## src/rtl/muldiv_unit.sv

```systemverilog
// Iterative RV32M multiply/divide unit.
// Multiplies take one product cycle plus a fix-up cycle. Divides run a
// restoring divider on operand magnitudes, one quotient bit per cycle,
// then apply sign correction and special-case overrides in the fix-up cycle.
module muldiv_unit #(
    parameter int XLEN = 32
) (
    input  logic            clk,
    input  logic            reset,
    input  logic            start,
    input  logic            flush,
    input  logic [2:0]      func3,
    input  logic [XLEN-1:0] op_a,
    input  logic [XLEN-1:0] op_b,
    output logic            busy,
    output logic            valid,
    output logic [XLEN-1:0] result
);

    localparam int CW = $clog2(XLEN);

    typedef enum logic [2:0] {IDLE, MUL, DIV, FIX, DONE} state_t;

    state_t state, state_nxt;
    logic   accept;

    logic [2:0]      op_q;
    logic [XLEN-1:0] a_q, b_q;         // raw operands (multiply, div-by-zero remainder)
    logic [XLEN-1:0] dvsr_q;           // divisor magnitude
    logic [XLEN-1:0] quo_q;            // dividend shifts out, quotient shifts in
    logic [XLEN-1:0] rem_q;
    logic [CW-1:0]   cnt_q;
    logic [2*XLEN-1:0] prod_q;
    logic            neg_quo_q, neg_rem_q, dz_q, ovf_q;

    // Operand conditioning at latch time
    logic            sgn_div;
    logic [XLEN-1:0] a_mag, b_mag;
    assign sgn_div = ~func3[0];
    assign a_mag   = (sgn_div && op_a[XLEN-1]) ? -op_a : op_a;
    assign b_mag   = (sgn_div && op_b[XLEN-1]) ? -op_b : op_b;

    // Multiplier: operands sign/zero extended, product kept modulo 2^(2*XLEN)
    logic              a_sgn, b_sgn;
    logic [2*XLEN-1:0] a_w, b_w, prod_full;
    assign a_sgn     = (op_q != 3'b011);
    assign b_sgn     = ~op_q[1];
    assign a_w       = {{XLEN{a_sgn & a_q[XLEN-1]}}, a_q};
    assign b_w       = {{XLEN{b_sgn & b_q[XLEN-1]}}, b_q};
    assign prod_full = a_w * b_w;

    // One restoring-division step
    logic [XLEN:0]   rem_sh;
    logic            ge;
    logic [XLEN-1:0] rem_sub;
    assign rem_sh  = {rem_q, quo_q[XLEN-1]};
    assign ge      = rem_sh >= {1'b0, dvsr_q};
    assign rem_sub = rem_sh[XLEN-1:0] - dvsr_q;

    // Final result selection with sign fix-up and special-case overrides
    logic [XLEN-1:0] quo_fix, rem_fix, fix_res;
    always_comb begin
        quo_fix = neg_quo_q ? -quo_q : quo_q;
        rem_fix = neg_rem_q ? -rem_q : rem_q;
        if (dz_q) begin
            quo_fix = '1;
            rem_fix = a_q;
        end
        if (ovf_q) begin
            quo_fix = {1'b1, {(XLEN-1){1'b0}}};
            rem_fix = '0;
        end
        if (!op_q[2])
            fix_res = (op_q[1:0] == 2'b00) ? prod_q[XLEN-1:0] : prod_q[2*XLEN-1:XLEN];
        else
            fix_res = op_q[1] ? rem_fix : quo_fix;
    end

    // State register
    always_ff @(posedge clk) begin
        if (!reset) state <= IDLE;
        else        state <= state_nxt;
    end

    // Next-state and status outputs; flush overrides everything but reset
    always_comb begin
        state_nxt = state;
        busy      = 1'b0;
        valid     = 1'b0;
        accept    = (state == IDLE || state == DONE) && start && !flush;
        case (state)
            IDLE: if (accept) state_nxt = func3[2] ? DIV : MUL;
            MUL: begin
                busy      = 1'b1;
                state_nxt = FIX;
            end
            DIV: begin
                busy = 1'b1;
                if (cnt_q == CW'(XLEN-1)) state_nxt = FIX;
            end
            FIX: begin
                busy      = 1'b1;
                state_nxt = DONE;
            end
            DONE: begin
                valid     = 1'b1;
                state_nxt = accept ? (func3[2] ? DIV : MUL) : IDLE;
            end
            default: state_nxt = IDLE;
        endcase
        if (flush) state_nxt = IDLE;
    end

    // Datapath: operand latch, multiply, divide iterations, result register
    always_ff @(posedge clk) begin
        if (!reset) begin
            op_q      <= '0;
            a_q       <= '0;
            b_q       <= '0;
            dvsr_q    <= '0;
            quo_q     <= '0;
            rem_q     <= '0;
            cnt_q     <= '0;
            prod_q    <= '0;
            neg_quo_q <= 1'b0;
            neg_rem_q <= 1'b0;
            dz_q      <= 1'b0;
            ovf_q     <= 1'b0;
            result    <= '0;
        end else if (accept) begin
            op_q      <= func3;
            a_q       <= op_a;
            b_q       <= op_b;
            dvsr_q    <= b_mag;
            quo_q     <= a_mag;
            rem_q     <= '0;
            cnt_q     <= '0;
            neg_quo_q <= sgn_div & (op_a[XLEN-1] ^ op_b[XLEN-1]);
            neg_rem_q <= sgn_div & op_a[XLEN-1];
            dz_q      <= (op_b == '0);
            ovf_q     <= sgn_div && (op_a == {1'b1, {(XLEN-1){1'b0}}}) && (op_b == '1);
        end else begin
            case (state)
                MUL: prod_q <= prod_full;
                DIV: begin
                    rem_q <= ge ? rem_sub : rem_sh[XLEN-1:0];
                    quo_q <= {quo_q[XLEN-2:0], ge};
                    cnt_q <= cnt_q + CW'(1);
                end
                FIX: if (!flush) result <= fix_res;
                default: ;
            endcase
        end
    end

endmodule

```

## config.mk

```make
export PLATFORM = sky130hd
export DESIGN_NAME = muldiv_unit
export DESIGN_NICKNAME = d
export VERILOG_FILES = /design/src/rtl/muldiv_unit.sv
export SDC_FILE = /design/constraint.sdc
export NUM_CORES = 2
export LEC_CHECK = 0
export BUFFER_PORTS_ARGS = -buffer_cell sky130_fd_sc_hd__clkbuf_2
export CAP_MARGIN = 20
export CORE_UTILIZATION = 49
export CTS_BUF_LIST = sky130_fd_sc_hd__clkbuf_4 sky130_fd_sc_hd__clkbuf_8 sky130_fd_sc_hd__clkbuf_16
export CTS_CLUSTER_DIAMETER = 150
export DETAILED_ROUTE_END_ITERATION = 10
export HOLD_SLACK_MARGIN = 0.08
export PLACE_DENSITY_LB_ADDON = 0.08
export SYNTH_ARGS = -nofsm -noshare
export SYNTH_HDL_FRONTEND = slang
export SYNTH_SLANG_ARGS = --single-unit
export TNS_END_PERCENT = 30
```

## constraint.sdc

```tcl
create_clock -name clk -period 21.5 [get_ports clk]
set_input_delay 6.45 -clock clk [delete_from_list [all_inputs] [get_ports clk]]
set_output_delay 6.45 -clock clk [all_outputs]
set_load 0.05 [all_outputs]
```

# Yosys cells after proc, flatten, opt, wreduce, memory -nomap -nowiden
# Index checks and enable logic that the tools add are counted.
# classes
magnitude_cmp	1
addsub	6
n_reduce_logical	18
bitwise_logic	10
eq_ne	10
n_mux	21
multipliers	1
# op_table
cell	n
$mux W32	14
$neg A32 Y32	4
$eq A32 B32 Y1 const B	2
$mul A33 B33 Y64	1
$ge A33 B32 Y1	1
$logic_not A32 Y1	1
$sub A32 B32 Y32	1
$pmux W3 S5	1
$eq A3 B2 Y1 const B	2
$logic_and A1 B1 Y1	6
$mux W3	2
$add A5 B1 Y5 const B	1
$eq A5 B5 Y1 const B	1
$not A1 Y1	5
$and A1 B1 Y1	4
$mux W2	2
$ne A2 B2 Y1 const B	2
$reduce_and A2 Y1	2
$reduce_or A2 Y1	2
$eq A3 B1 Y1 const B	1
$eq A3 B3 Y1 const B	1
$logic_not A3 Y1	1
$ne A3 B2 Y1 const B	1
$reduce_and A3 Y1	1
other kinds (7)	8
# totals
out_inout_bits	34
regBits	271
wordCells	81

# Longest topological paths before layout
# depth
depth_word	6
ltp_mapped	31

# Worst setup path before layout
# OpenSTA, ideal clock, no wires.
# synth_path
kind	input-to-reg
startpoint	input port op_b[13]
endpoint	register dvsr_q[29]
path_slack_ps	12835
t_required_ps	21414
arrival_time_ps	8580
setup_ps	86
cell_stages	7
path_cell_list	or4_1 -> clkbuf_1 -> or4_1 -> or4_1 -> o21ai_0 -> xor2_1 -> a211oi_1
# synth_via
elab_chain_cells	2
# synth_rtl
element	line_no	text
start, declared	14	input logic [XLEN-1:0] op_b,
$neg A32 Y32	41	assign b_mag = (sgn_div && op_b[XLEN-1]) ? -op_b : op_b;
$mux W32	41	
end signal, assigned	134	dvsr_q <= b_mag;
end, declared	29	logic [XLEN-1:0] dvsr_q;
# Every way passes these cells.
# A chain may end at the register's enable or synchronous reset.

# Final worst setup path
# layout_path
startpoint	register op_q[2]
endpoint	register prod_q[60]
# layout_via
elab_chain_cells	3
# layout_rtl
element	line_no	text
start, declared	27	logic [2:0] op_q;
start signal, assigned	131	op_q <= func3;
$ne A3 B2 Y1	46	assign a_sgn = (op_q != 3'b011);
$and A1 B1 Y1	48	assign a_w = {{XLEN{a_sgn & a_q[XLEN-1]}}, a_q};
$mul A33 B33 Y64	50	assign prod_full = a_w * b_w;
end signal, assigned	144	MUL: prod_q <= prod_full;
end, declared	33	logic [2*XLEN-1:0] prod_q;
# Every way passes these cells.

==> impl_metrics.py <==
metrics = {
    "routing": {
        "wl_um": 153000,
        "dr.first_iter.drc_count": 2682,
        "dr.pass1.iters": 5,
        "drc_errors": 0,
        "wire_per_inst_um": 20.4,
        "viasPerCell": 5.52,
        "final_antenna_net_count": 0,
        "routed-via-count": 41400,
    },
    "logic_synthesis": {
        "syn_area_per_cell_um2": 8.52,
        "ys_types": 84,
        "syn_nets": 7709,
        "synthTopCellsByArea": "fa_1 42%, dfxtp_1 10%, nand2_1 8.1%, inv_1 8.1%, ha_1 5.9%",
        "synth_top_area_share_pct": 42.2,
        "synth-seq-cells": 270,
        "ys_seq_area_share_pct": 10.1,
        "yosys_warnings": 0,
        "syn_area_mm2": 0.0534,
        "yosys_most_used_dff": "dfxtp_1",
        "synth_cells": 6261,
        "async_flop_share_pct": 0,
        "yosysTopAreaCell": "fa_1",
        "synth_edf_count": 0,
    },
    "critical_path": {
        "worstSetupStartpoint": "op_q[2]",
        "regToRegSetupSlack_ns": 12.15,
        "crit_fanout": 38,
        "critical_path_class": "register to register",
        "cp-start-kind": "register",
        "arrival_ns": 9.82,
        "cp_data_required_time_ns": 21.97,
        "reg2reg_from": "op_q[2]",
        "max_stage_delay_ns": 0.89,
        "cp_slowest_cell": "fa_1",
        "path_buf_inv": 5,
        "r2r_cells": 27,
        "reg2reg_to": "prod_q[60]",
        "critPathMostFrequentCell": "fa_1",
        "cp.depth": 27,
        "crit_family": "adder cells",
        "critPathCaptureType": "register",
    },
    "floorplan": {
        "die_h_um": 332,
        "start_util_pct": 49.6,
        "die_area_mm2": 0.110,
        "fp.dieW_um": 332,
        "rows": 120,
        "num_io_pins": 105,
        "core_area_mm2": 0.108,
    },
    "finish": {
        "final_util_pct": 52.1,
        "num-fill-cells": 10400,
        "area_delta_synth_final_pct": 4.89,
        "layout-drive-gt1-share_pct": 4.83,
        "nNetsFinal": 7531,
        "n_antenna_cell": 0,
    },
    "sta": {
        "worstMarginPinSlew_ns": 1.09,
        "fin_crit_sh_pct": 43.5,
        "max_freq_ghz": 0.107,
        "slew_headroom_pct": 27.3,
        "slew_violations": 0,
        "grt_setup_unrepaired": "no",
        "final-hold-violation-count": 0,
        "setup_viol": 0,
        "min_period_ns": 9.35,
        "finalSetupTns_ns": 0,
        "clock_skew_ns": 0.0129,
        "holdWs_ns": 0.452,
    },
    "cts": {
        "postCtsSetupBuffers": 0,
        "cts_tree": "yes",
        "clockRootBuffer": "clkbuf_16",
        "insertion_delay_ns": 0.55,
        "clk_path_buf_depth": 3,
        "cts-buffers-inserted": 34,
        "htreeDepth": 2,
        "path_clk_slew_ns": 0.06,
        "cts_num_sinks": 270,
        "post_cts_resize_count": 0,
        "cts_hold_buf": 0,
    },
    "place": {
        "io_buffer_count": 104,
        "dp_hpwl_um": 120000,
        "place.gp.congestion": 0.943,
    },
    "min_path": {
        "hold_path_class": "register to register",
        "worstHoldEndpoint": "b_q[28]",
        "whs_path_depth": 2,
        "min_from": "b_q[28]",
    },
    "pwr": {
        "swShare_pct": 39.1,
        "seq_power_share_pct": 28.9,
        "p_leak_nw": 25.7,
        "finalPower_w": 0.00188,
        "p_clk_share_pct": 31.9,
        "ir_drop_uv": 42.0,
        "power_density_mw_per_mm2": 33.6,
        "cell_internal_pwr_w": 0.00114,
        "combinationalPowerShare_pct": 39.3,
        "switching_power_w": 0.000734,
    },
    "global_routing": {
        "grt_max_degree": 108,
        "grt_pass1_wl_um": 248000,
        "track_usage_pct": 28.6,
        "grt_pass1_vias": 43200,
        "grt-ovfl-total": 0,
        "antenna_found_initial": 6,
    },
    "run_status": {
        "run_status": "completed",
    },
    "flow_run": {
        "maxCapViolCount": 0,
    },
}
-- worst max path at each step --
stage | endpoint | slack, ns
after floorplan | dvsr_q[29] | 12.83
after global placement | quo_q[26] | 12.18
after detailed placement | quo_q[30] | 12.13
after CTS | prod_q[60] | 12.15
after global routing | prod_q[61] | 11.67
final | prod_q[60] | 12.15
-- worst reg2reg max path, delay by kind of cell, from the launching register on --
family	cells	cell delay [ns]
AOI/OAI and AO/OA	9	1.81
adders and majority gates	9	5.13
buffers and inverters	5	1.47
DFF	1	0.30
and+or+nand+nor	4	0.53
-- through the flow --
step / worst slack, ns / cell area, µm² / instances
final: 12.15 / 56000 / 7508
after global routing: 11.67 / 56000 / 7508
after CTS: 12.15 / 55900 / 7507
after detailed placement: 12.13 / 54800 / 7449
after global placement: 12.18 / 54800 / 7449
after floorplan: 12.83 / 53400 / 6261
-- cell usage in the layout (no fill, tap or decap), types with 38 or more instances in the layout --
master	n
inv_1	1147
xor2_1	86
xnor2_1	123
dfxtp_1	267
a211oi_1	62
ha_1	251
a21o_1	43
a31oi_1	38
clkbuf_2	104
a21oi_1	321
nor2_1	205
fa_1	1126
buf_4	86
and2_1	382
nand2_1	1154
o21ai_0	153
-- synth_stat cells, types with 86 or more instances --
master    instances
nand2_1        1155
and2_1          383
fa_1           1126
clkbuf_1        384
ha_1            251
a21oi_1         321
dfxtp_1         270
xor2_1           86
nor2_1          206
o21ai_0         153
inv_1          1147
xnor2_1         123
-- power by group through the flow --
stage	Sequential, W	Clock (W)	Combinational (W)
after floorplan	0.000543	0	0.000510
after global placement	0.000553	0	0.000732
after detailed placement	0.000553	0	0.000734
after CTS	0.000542	0.000607	0.000741
after global routing	0.000544	0.000627	0.000821
final	0.000542	0.000599	0.000738
-- final cells by class --
type | count | area (µm²) | area share, %
Multi-Input combinational cell | 4438 | 42200 | 75.3
Sequential cell | 270 | 5410 | 9.66
Inverter | 1148 | 4310 | 7.71
Tap cell | 1403 | 1760 | 3.14
Timing Repair Buffer | 191 | 1190 | 2.13
Clock buffer | 49 | 1020 | 1.83
Clock inverter | 9 | 124 | 0.221
-- per-layer routing --
layer / vias up / wire length [µm] / share of wire (%) / track usage (%)
li1: 18800 / - / - / -
met1: 21500 / 67700 / 44 / 39.7
met2: 997 / 75800 / 49 / 48.9
met3: 192 / 6370 / 4.2 / 2.03
met4: 0 / 3450 / 2.2 / 6.51
met5: - / 0 / 0 / 0
-- kinds of logic after synthesis --
group,synth area share [%]
simple gates,17.0
buf+inv,11.0
fa+ha+maj,48.1
compound gates,9.80
flops,10.1
xor+xnor,3.43
mux,0.565
-- registers in the layout (all words and copies together), names as in the netlist, 3 cells and up --
name    flops
prod_q     64
a_q        32
b_q        32
quo_q      32
rem_q      32
result     32
dvsr_q     31
cnt_q       5
op_q        3
state       3
No activity file was read; power rests on OpenSTA's default activity.
